===== src/rtl/ic245_bus_arbiter.sv =====
// Round-robin owner arbiter for a '245-style bidirectional transceiver.
// It sequences DIR and active-low OE with a turnaround guard, and can revoke a grant after HOLD_MAX cycles.
module ic245_bus_arbiter #(
    parameter int unsigned TURN_CYCLES = 2,
    parameter int unsigned HOLD_MAX    = 16
) (
    input  logic clk,
    input  logic rst_n,
    input  logic req_a,
    input  logic req_b,
    output logic gnt_a,
    output logic gnt_b,
    output logic dir,
    output logic noe,
    output logic busy,
    output logic timeout
);

    typedef enum logic [1:0] {IDLE, SETUP, ACTIVE, DRAIN} state_t;

    state_t     r_state;
    logic       r_req_a;
    logic       r_req_b;
    logic       r_own_a;
    logic       r_last_a;
    logic [3:0] r_turn_cnt;
    logic [7:0] r_hold_cnt;

    logic w_any;
    logic w_pick_a;
    logic w_own_req;
    logic w_hold_hit;

    // Requests are registered once, and the FSM acts on the registered copy.
    // This registration stage produces the 1+TURN_CYCLES request-to-grant latency.
    assign w_any      = r_req_a | r_req_b;
    assign w_pick_a   = r_req_a & (~r_req_b | ~r_last_a);
    assign w_own_req  = r_own_a ? r_req_a : r_req_b;
    assign w_hold_hit = (HOLD_MAX != 0) && (r_hold_cnt == 8'(HOLD_MAX));

    always_ff @(posedge clk) begin
        if (!rst_n) begin
            r_state    <= IDLE;
            r_req_a    <= 1'b0;
            r_req_b    <= 1'b0;
            r_own_a    <= 1'b0;
            r_last_a   <= 1'b0;
            r_turn_cnt <= '0;
            r_hold_cnt <= '0;
            gnt_a      <= 1'b0;
            gnt_b      <= 1'b0;
            dir        <= 1'b1;
            noe        <= 1'b1;
            busy       <= 1'b0;
            timeout    <= 1'b0;
        end else begin
            r_req_a <= req_a;
            r_req_b <= req_b;
            timeout <= 1'b0;
            case (r_state)
                IDLE, DRAIN: begin
                    if (w_any) begin
                        r_state    <= SETUP;
                        r_own_a    <= w_pick_a;
                        dir        <= w_pick_a;
                        busy       <= 1'b1;
                        r_turn_cnt <= 4'd1;
                    end else begin
                        r_state <= IDLE;
                        busy    <= 1'b0;
                    end
                end
                SETUP: begin
                    if (r_turn_cnt == 4'(TURN_CYCLES)) begin
                        r_state    <= ACTIVE;
                        noe        <= 1'b0;
                        gnt_a      <= r_own_a;
                        gnt_b      <= ~r_own_a;
                        r_last_a   <= r_own_a;
                        r_hold_cnt <= 8'd1;
                    end else begin
                        r_turn_cnt <= r_turn_cnt + 4'd1;
                    end
                end
                ACTIVE: begin
                    if (!w_own_req || w_hold_hit) begin
                        r_state <= DRAIN;
                        noe     <= 1'b1;
                        gnt_a   <= 1'b0;
                        gnt_b   <= 1'b0;
                        timeout <= w_own_req && w_hold_hit;
                    end else begin
                        r_hold_cnt <= r_hold_cnt + 8'd1;
                    end
                end
                default: r_state <= IDLE;
            endcase
        end
    end

endmodule


===== config.mk =====
export PLATFORM = sky130hd
export DESIGN_NAME = ic245_bus_arbiter
export DESIGN_NICKNAME = d
export VERILOG_FILES = /design/src/rtl/ic245_bus_arbiter.sv
export SDC_FILE = /design/constraint.sdc
export NUM_CORES = 1
export LEC_CHECK = 0
export CAP_MARGIN = 20
export CORE_MARGIN = 2
export CORE_UTILIZATION = 48
export CTS_CLUSTER_DIAMETER = 80
export DETAILED_ROUTE_END_ITERATION = 16
export PLACE_DENSITY = 0.75
export SETUP_SLACK_MARGIN = 0.2
export SLEW_MARGIN = 20
export SYNTH_ARGS = -nofsm -noshare
export SYNTH_HDL_FRONTEND = slang
export SYNTH_SLANG_ARGS = --single-unit

===== constraint.sdc =====
create_clock -name clk -period 2.7 [get_ports clk]
set_input_delay 0.405 -clock clk [delete_from_list [all_inputs] [get_ports clk]]
set_output_delay 0.405 -clock clk [all_outputs]
set_load 0.05 [all_outputs]

==> results of run 1 <==
where the power goes:
| group | total, W | switching, W | internal [W] |
|---|---|---|---|
| clock network | 0.000191 | 0.000109 | 0.0000824 |
| registers | 0.000425 | 0.0000339 | 0.000391 |
| logic | 0.000369 | 0.000232 | 0.000137 |
| total | 0.000985 | 0.000374 | 0.000611 |
cells in the mapped netlist (all sizes together) (2+ instances only):
master / n
a21oi: 7
and2: 4
and3: 2
and4bb: 2
clkbuf: 4
dfxtp: 24
ha: 6
inv: 10
mux2i: 4
nand2: 16
nand3: 4
nand4: 2
nor2: 5
nor2b: 5
nor3: 3
nor4: 2
o2111ai: 2
o211ai: 6
o21a: 2
o21ai: 12
o311ai: 3
o31ai: 2
xor2: 2
critical path: stages (launching register included):
cell                        delay [ns]
sky130_fd_sc_hd__dfxtp_1          0.35
sky130_fd_sc_hd__inv_1            0.06
sky130_fd_sc_hd__ha_1             0.43
sky130_fd_sc_hd__nor2b_1          0.31
sky130_fd_sc_hd__o2bb2ai_2        0.16
sky130_fd_sc_hd__o311ai_0         0.45
sky130_fd_sc_hd__o21ai_0          0.17
sequential cells by signal (all words and copies together) (netlist names):
| name | count |
|---|---|
| r_hold_cnt | 8 |
| r_turn_cnt | 4 |
| r_state | 2 |
| busy | 1 |
| dir | 1 |
| gnt_a | 1 |
| gnt_b | 1 |
| noe | 1 |
| r_last_a | 1 |
| r_own_a | 1 |
| r_req_a | 1 |
| r_req_b | 1 |
| timeout | 1 |
worst paths after layout:
path	start	end	slack, ns	cells past startpoint
min reg2reg	gnt_b$_SDFFE_PN0P_	gnt_b$_SDFFE_PN0P_	0.47	2
min	gnt_b$_SDFFE_PN0P_	gnt_b$_SDFFE_PN0P_	0.47	2
max reg2reg	r_state[0]$_SDFFE_PN0P_	r_hold_cnt[2]$_SDFFE_PN0P_	0.66	6
max	r_state[0]$_SDFFE_PN0P_	r_hold_cnt[2]$_SDFFE_PN0P_	0.66	6
logic make-up (layout without fill, tap and decap cells):
| group | after synthesis | in the layout | synth area share (%) |
|---|---|---|---|
| xor gates and xnor gates | 2 | 2 | 1.344 |
| adders and majority gates | 6 | 6 | 5.758 |
| DFF | 24 | 24 | 36.85 |
| muxes | 4 | 4 | 3.071 |
| buffers and inverters | 15 | 24 | 6.527 |
| and+or+nand+nor | 49 | 49 | 22.07 |
| AOI/OAI and AO/OA | 44 | 44 | 24.38 |
layout by cell type (no fill, tap or decap), drive strengths merged, types with 3 or more instances in the layout:
| master | count |
|---|---|
| dfxtp | 24 |
| nand2 | 16 |
| o21ai | 12 |
| inv | 10 |
| clkdlybuf4s50 | 9 |
| a21oi | 7 |
| o211ai | 6 |
| ha | 6 |
| nor2b | 5 |
| nor2 | 5 |
| mux2i | 4 |
| and2 | 4 |
| nand3 | 4 |
| clkbuf | 4 |
| nor3 | 3 |
| o311ai | 3 |
layout make-up:
cell class,count,area (sq um)
fill,223,1095
multi-input combinational,105,738.2
sequential,24,480.5
timing repair buffer,10,97.59
inverter,10,37.54
tap,30,37.54
clock buffer,4,36.28
stage by stage:
| step | power, W | cells | setup WS [ns] | util [%] |
|---|---|---|---|---|
| 4_1_cts | 0.0009916 | 183 | 0.7059 | 56.60 |
| 3_5_place_dp | 0.0008012 | 179 | 0.7146 | 55.16 |
| 5_1_grt | 0.001057 | 183 | 0.5088 | 56.60 |
| 6_report | 0.0009850 | 183 | 0.6623 | 56.60 |
| 3_3_place_gp | 0.0007828 | 179 | 0.8202 | 55.16 |
| 2_1_floorplan | 0.0007154 | 144 | 1.048 | - |
layer usage:
metal	routed length (microns)	up-vias
met5	0	-
met4	18	0
met3	105	2
met2	1409	25
met1	1210	555
li1	-	552
==> parameters.txt, run 1 <==
Parameter                              Value

Run status
  Result of the run ... finished, final reports clean

STA
  Period utilisation layout ... about three quarters
  Maximum operating frequency ... 0.4907 GHz
  Hold_ws ... approximately 0.47 ns
  Final total negative setup slack ... 0 ns
  Final critical delay including setup and external delays ... 2.038 ns
  Max Slew Vio Count ... 0
  Final hold violation count ... 0
  Slew at the pin closest to its max-slew limit ... just over 0.5 ns
  Clock skew ... 0.01157 ns
  Setup repair after global routing missed its margin ... no
  Max transition margin ... 66.31%
  Total setup violations reported at the end of the flow ... 0

Floorplanning
  Horiz. Die Dim ... 56.12 microns
  Number of primary I/O pins ... 10
  Floorplan row count ... 18
  CORE AREA ... ~0.0025 sq mm
  Die area ... around 0.0031 sq mm
  Starting utilization of the core area ... between 50% and 60%
  Vertical die dimension ... around 56 microns

Power
  Maximum vdd ir drop ... ~0.50 mV
  Pleak ... 0.5071 nW
  Power Dens Cells ... 690.0 mW/mm^2

Clocking
  TritonCTS clock tree ... built
  Number of gates resized after CTS ... 0
  Latest clock arrival within the worst-skew pair ... 0.32 ns
  H-tree level count ... 1
  Register clock-pin slew on the reported worst setup and hold paths ... 0.14 ns
  Post-CTS setup buffer count ... 0
  Library cell used as clock root buffer ... sky130_fd_sc_hd__clkbuf_4
  Number of clock sinks ... 24
  Clock tree buffer depth ... 2
  Post-CTS Hold Buffers ... 0
  Number of CTS-inserted buffers ... 3

Layout
  Post-route cell area ... ~0.0014 sq mm
  Share of layout cells above drive strength 1 ... under 10%
  NumNets Final ... 164
  Layout overhead on the synthesized area ... 9.501%
  Ant diodes ... 0

Global routing
  Via count of the first global-routing pass ... 1038
  Maximum number of pins on one net before global-route repair ... 17
  Antenna violations before repair ... 0
  Wire length of the first global-routing pass ... 4864 microns
  Global-route track usage on met1 ... 25.21%
  Met2 GRT Util ... 30.92%
  Gr usage total ... between 10% and 20%
  Met3 capacity usage during global routing ... between 4 and 5%
  Most Used Layer, Global Route ... met2
  Congestion Overflow GR ... 0

Yosys
  Dominant cell type by area after synthesis ... sky130_fd_sc_hd__dfxtp_1
  Count of warnings emitted by yosys ... 0
  Synthesized netlist cell count ... between 100 and 150
  Syn nets ... 154
  Async set-or-reset flop fraction in the synthesized netlist ... 0%
  Post-synthesis register bit count ... 24
  Number of enable-type register cells in the synthesized netlist ... 0
  Distinct cell type count of the synthesized netlist ... 42
  Post-synth top flop ... sky130_fd_sc_hd__dfxtp_1
  Fraction of the yosys area taken by sequential cells ... between 30% and 40%
  Top area cells in the synthesized netlist ... sky130_fd_sc_hd__dfxtp_1 37%, sky130_fd_sc_hd__ha_1 5.8%, sky130_fd_sc_hd__nand2_1 4.6%
  Synth Area per Inst ... about 9.1 sq um
  Share of the synthesized area in the top cell type ... a little under two fifths
  Post-Syn Area ... between 0.001 and 0.0015 sq mm

Placement
  Count of input and output buffers ... 9
  Detailed Place HPWL ... between 2000 and 2500 microns
  Global placement routability congestion ... about 0.74
  Placement-stage cell area ... approximately 0.0014 sq mm

Detailed routing
  First-iteration detailed-routing DRC count ... 43
  Count of unresolved DRC violations after routing ... 0
  Mean routed wirelength per cell ... ~15 microns
  Antenna-violating nets left ... 0
  Average via count per standard cell ... ~6.2
  First drt pass iteration count ... 4
  Final wirelength ... 2743 microns
  Vias after detailed routing ... around 1100

Job
  Number of max-cap violations ... 0

Worst setup path
  Critical path arrival ... ~2.2 ns
  Critical path peak fanout ... 15
  Element type at the critical path start ... flip-flop
  WS Path Type ... flip-flop to flip-flop
  WP data required ... approximately 2.9 ns
  Critical path capture point type ... flip-flop

Min path
  Type of the worst min-delay path ... flip-flop to flip-flop
Note: power is estimated with default switching activity, not from simulation.
==> run 2: changes to the inputs <==
Clock period 2.7 ns to 1.9 ns, I/O delays scaled along.
==> parameters.txt, run 2 (synthesized netlist as in run 1, its figures left out) <==
Parameter                              Value

Run status
  Result of the run ... finished, final reports clean

Clocking
  Clock tree buffer depth ... 2 (unchanged)
  Register clock-pin slew on the reported worst setup and hold paths ... 0.14 ns (about the same)
  Library cell used as clock root buffer ... sky130_fd_sc_hd__clkbuf_4
  Latest clock arrival within the worst-skew pair ... 0.32 ns (about the same)
  Number of clock sinks ... 24 (unchanged)
  Number of CTS-inserted buffers ... 3 (unchanged)
  TritonCTS clock tree ... built
  Post-CTS Hold Buffers ... 0 (unchanged)
  H-tree level count ... 1 (unchanged)

Detailed routing
  Mean routed wirelength per cell ... 15.90 microns (+6.1%)
  Average via count per standard cell ... 6.057 (-2.3%)
  First-iteration detailed-routing DRC count ... 63 (+47%)
  Count of unresolved DRC violations after routing ... 0 (unchanged)
  Vias after detailed routing ... 1175 (+3.6%)
  Antenna-violating nets left ... 0 (unchanged)
  First drt pass iteration count ... 4 (unchanged)
  Final wirelength ... 3084 microns (+12%)

Floorplanning
  Number of primary I/O pins ... 10 (unchanged)
  Starting utilization of the core area ... 51.69% (unchanged)
  Horiz. Die Dim ... 56.12 microns (unchanged)
  Die area ... 0.003149 sq mm (unchanged)
  Floorplan row count ... 18 (unchanged)
  Vertical die dimension ... 56.12 microns (unchanged)
  CORE AREA ... 0.002522 sq mm (unchanged)

Worst setup path
  Critical path arrival ... 1.85 ns (-0.38 ns)
  Worst setup slack for register-to-register paths ... 0.24 ns (-0.42 ns)
  WP data required ... 2.09 ns (-0.80 ns)
  Slowest cell on the critical path ... sky130_fd_sc_hd__dfxtp_2
  Origin of the critical flop-to-flop path ... r_hold_cnt[0]$_SDFFE_PN0P_
  Element type at the critical path start ... flip-flop
  WS Path Type ... flip-flop to flip-flop
  Endpoint of the most critical register-to-register path ... noe$_SDFFE_PN1P_
  Top cell family by delay on the critical path ... compound AO/OA/AOI/OAI gates
  Critical path capture point type ... flip-flop
  CP Buf/Inv Count ... 2 (+1)
  Critical path peak fanout ... 9 (-6)
  Reg2Reg Depth ... 7 (+1)
  Critical path, cell by cell ... inv_1 > ha_1 > and4bb_2 > a21oi_2 > buf_4 > a2bb2oi_1 > o221ai_1
  Peak per-stage delay on the critical path ... 0.36 ns (-0.09 ns)

Global routing
  Via count of the first global-routing pass ... 1100 (+6.0%)
  Antenna violations before repair ... 0 (unchanged)
  Gr usage total ... 19.34% (+0.46 points)
  Congestion Overflow GR ... 0 (unchanged)
  Wire length of the first global-routing pass ... 4974 microns (+2.3%)
  Maximum number of pins on one net before global-route repair ... 15 (-2)

Layout
  Finished Layout Cells ... 194 (+6.0%)
  Register with the most flip-flops ... r_hold_cnt
  Share of layout cells above drive strength 1 ... 21.95% (+13 points)
  Ant diodes ... 0 (unchanged)
  Flip-flop count of the largest register after layout ... 8 (unchanged)
  NumNets Final ... 175 (+6.7%)
  Registers with the most flip-flops ... r_hold_cnt (8), r_turn_cnt (4), r_state (2)
  Filler cell count in the final layout ... 209 (-6.3%)
  Layout overhead on the synthesized area ... 20.06%
  Commonest cells after routing, fill and taps aside ... 20 x sky130_fd_sc_hd__dfxtp_1, 16 x sky130_fd_sc_hd__nand2_1, 11 x sky130_fd_sc_hd__buf_4, 10 x sky130_fd_sc_hd__o21ai_0, 9 x sky130_fd_sc_hd__inv_1
  Most common cell after layout, fill and taps aside ... sky130_fd_sc_hd__dfxtp_1

Placement
  Count of input and output buffers ... 9 (unchanged)
  Detailed Place HPWL ... 2023 microns (-0.81%)
  Global placement routability congestion ... 0.9153 (+23%)
  Placed Cells incl. Taps ... 185 (+3.4%)

STA
  Max transition margin ... 66.86% (+0.55 points)
  Final critical delay including setup and external delays ... 1.657 ns (-0.3804 ns)
  Period utilisation layout ... 87.23% (+12 points)
  Total setup violations reported at the end of the flow ... 0 (unchanged)
  Slew at the pin closest to its max-slew limit ... 0.4990 ns (-0.004720 ns)
  Setup repair after global routing missed its margin ... yes
  Final total negative setup slack ... 0 ns (unchanged)
  Clock skew ... 0.009192 ns (-0.002377 ns)
  Final hold violation count ... 0 (unchanged)
  Maximum operating frequency ... 0.6034 GHz (+23%)
  Max Slew Vio Count ... 0 (unchanged)

Min path
  Hold path endpoint ... gnt_b$_SDFFE_PN0P_
  Worst hold start ... gnt_b$_SDFFE_PN0P_
  Cell count of the worst hold path ... 2 (unchanged)
  Type of the worst min-delay path ... flip-flop to flip-flop

Job
  Number of max-cap violations ... 0 (unchanged)

Power
  Maximum vdd ir drop ... 0.8959 mV (+81%)
  Power Dens Cells ... 961.0 mW/mm^2 (+39%)
  Pleak ... 0.5832 nW (+15%)
==> run 2: metrics by stage <==
stage	power (W)	cell area, sq um	setup WS (ns)	hold slack (ns)	utilization, %
global route	0.001597	1565	0.1787	0.4917	62.05
finish	0.001504	1565	0.2426	0.4642	62.05
floorplan	0.001017	1304	0.2475	0.4123	-
detailed placement	0.001162	1436	0.09839	0.4572	56.94
CTS	0.001457	1491	0.2181	0.4730	59.13
global placement	0.001142	1436	0.2180	0.4418	56.94
==> run 2: how the worst max path moves through the flow <==
stage | startpoint | end | depth (start not counted)
global placement | r_turn_cnt[0]$_SDFFE_PN0P_ | r_hold_cnt[4]$_SDFFE_PN0P_ | 6
global route | r_hold_cnt[0]$_SDFFE_PN0P_ | noe$_SDFFE_PN1P_ | 7
detailed placement | r_turn_cnt[0]$_SDFFE_PN0P_ | r_hold_cnt[4]$_SDFFE_PN0P_ | 6
CTS | r_turn_cnt[0]$_SDFFE_PN0P_ | r_hold_cnt[0]$_SDFFE_PN0P_ | 7
finish | r_hold_cnt[0]$_SDFFE_PN0P_ | noe$_SDFFE_PN1P_ | 7
floorplan | r_hold_cnt[0]$_SDFFE_PN0P_ | r_hold_cnt[3]$_SDFFE_PN0P_ | 7
==> run 2: tightest hold or removal path: stages, from the launching register on <==
cell and delay, ns:
sky130_fd_sc_hd__dfxtp_1 0.33, sky130_fd_sc_hd__nand2_1 0.05, sky130_fd_sc_hd__o21bai_1 0.05
==> run 2: timing repair <==
action                                  CTS  global route
gates cloned                              0             0
pin swaps                                 1             1
setup buffers                             2             3
gates resized for setup                  14            11
endpoints found under the setup margin   14             8
==> run 2: layer usage <==
metal  GRT usage [%]  share of wire [%]
met5               0                  0
met3           5.116                4.2
met2           34.29                 52
met1           23.01                 43
met4           4.762                1.0
==> run 2: where the power goes <==
group	switching (W)	internal (W)	total, W
combinational	0.000381	0.000247	0.000628
clock	0.000157	0.000117	0.000274
sequential	0.0000426	0.000560	0.000602
==> run 2: area by class of cell <==
type	count	area [sq um]	share of cell area [%]
multi-input combinational	105	792.0	50.60
sequential	24	485.5	31.02
timing repair buffer	21	176.4	11.27
inverter	10	37.54	2.398
tap	30	37.54	2.398
clock buffer	4	36.28	2.318
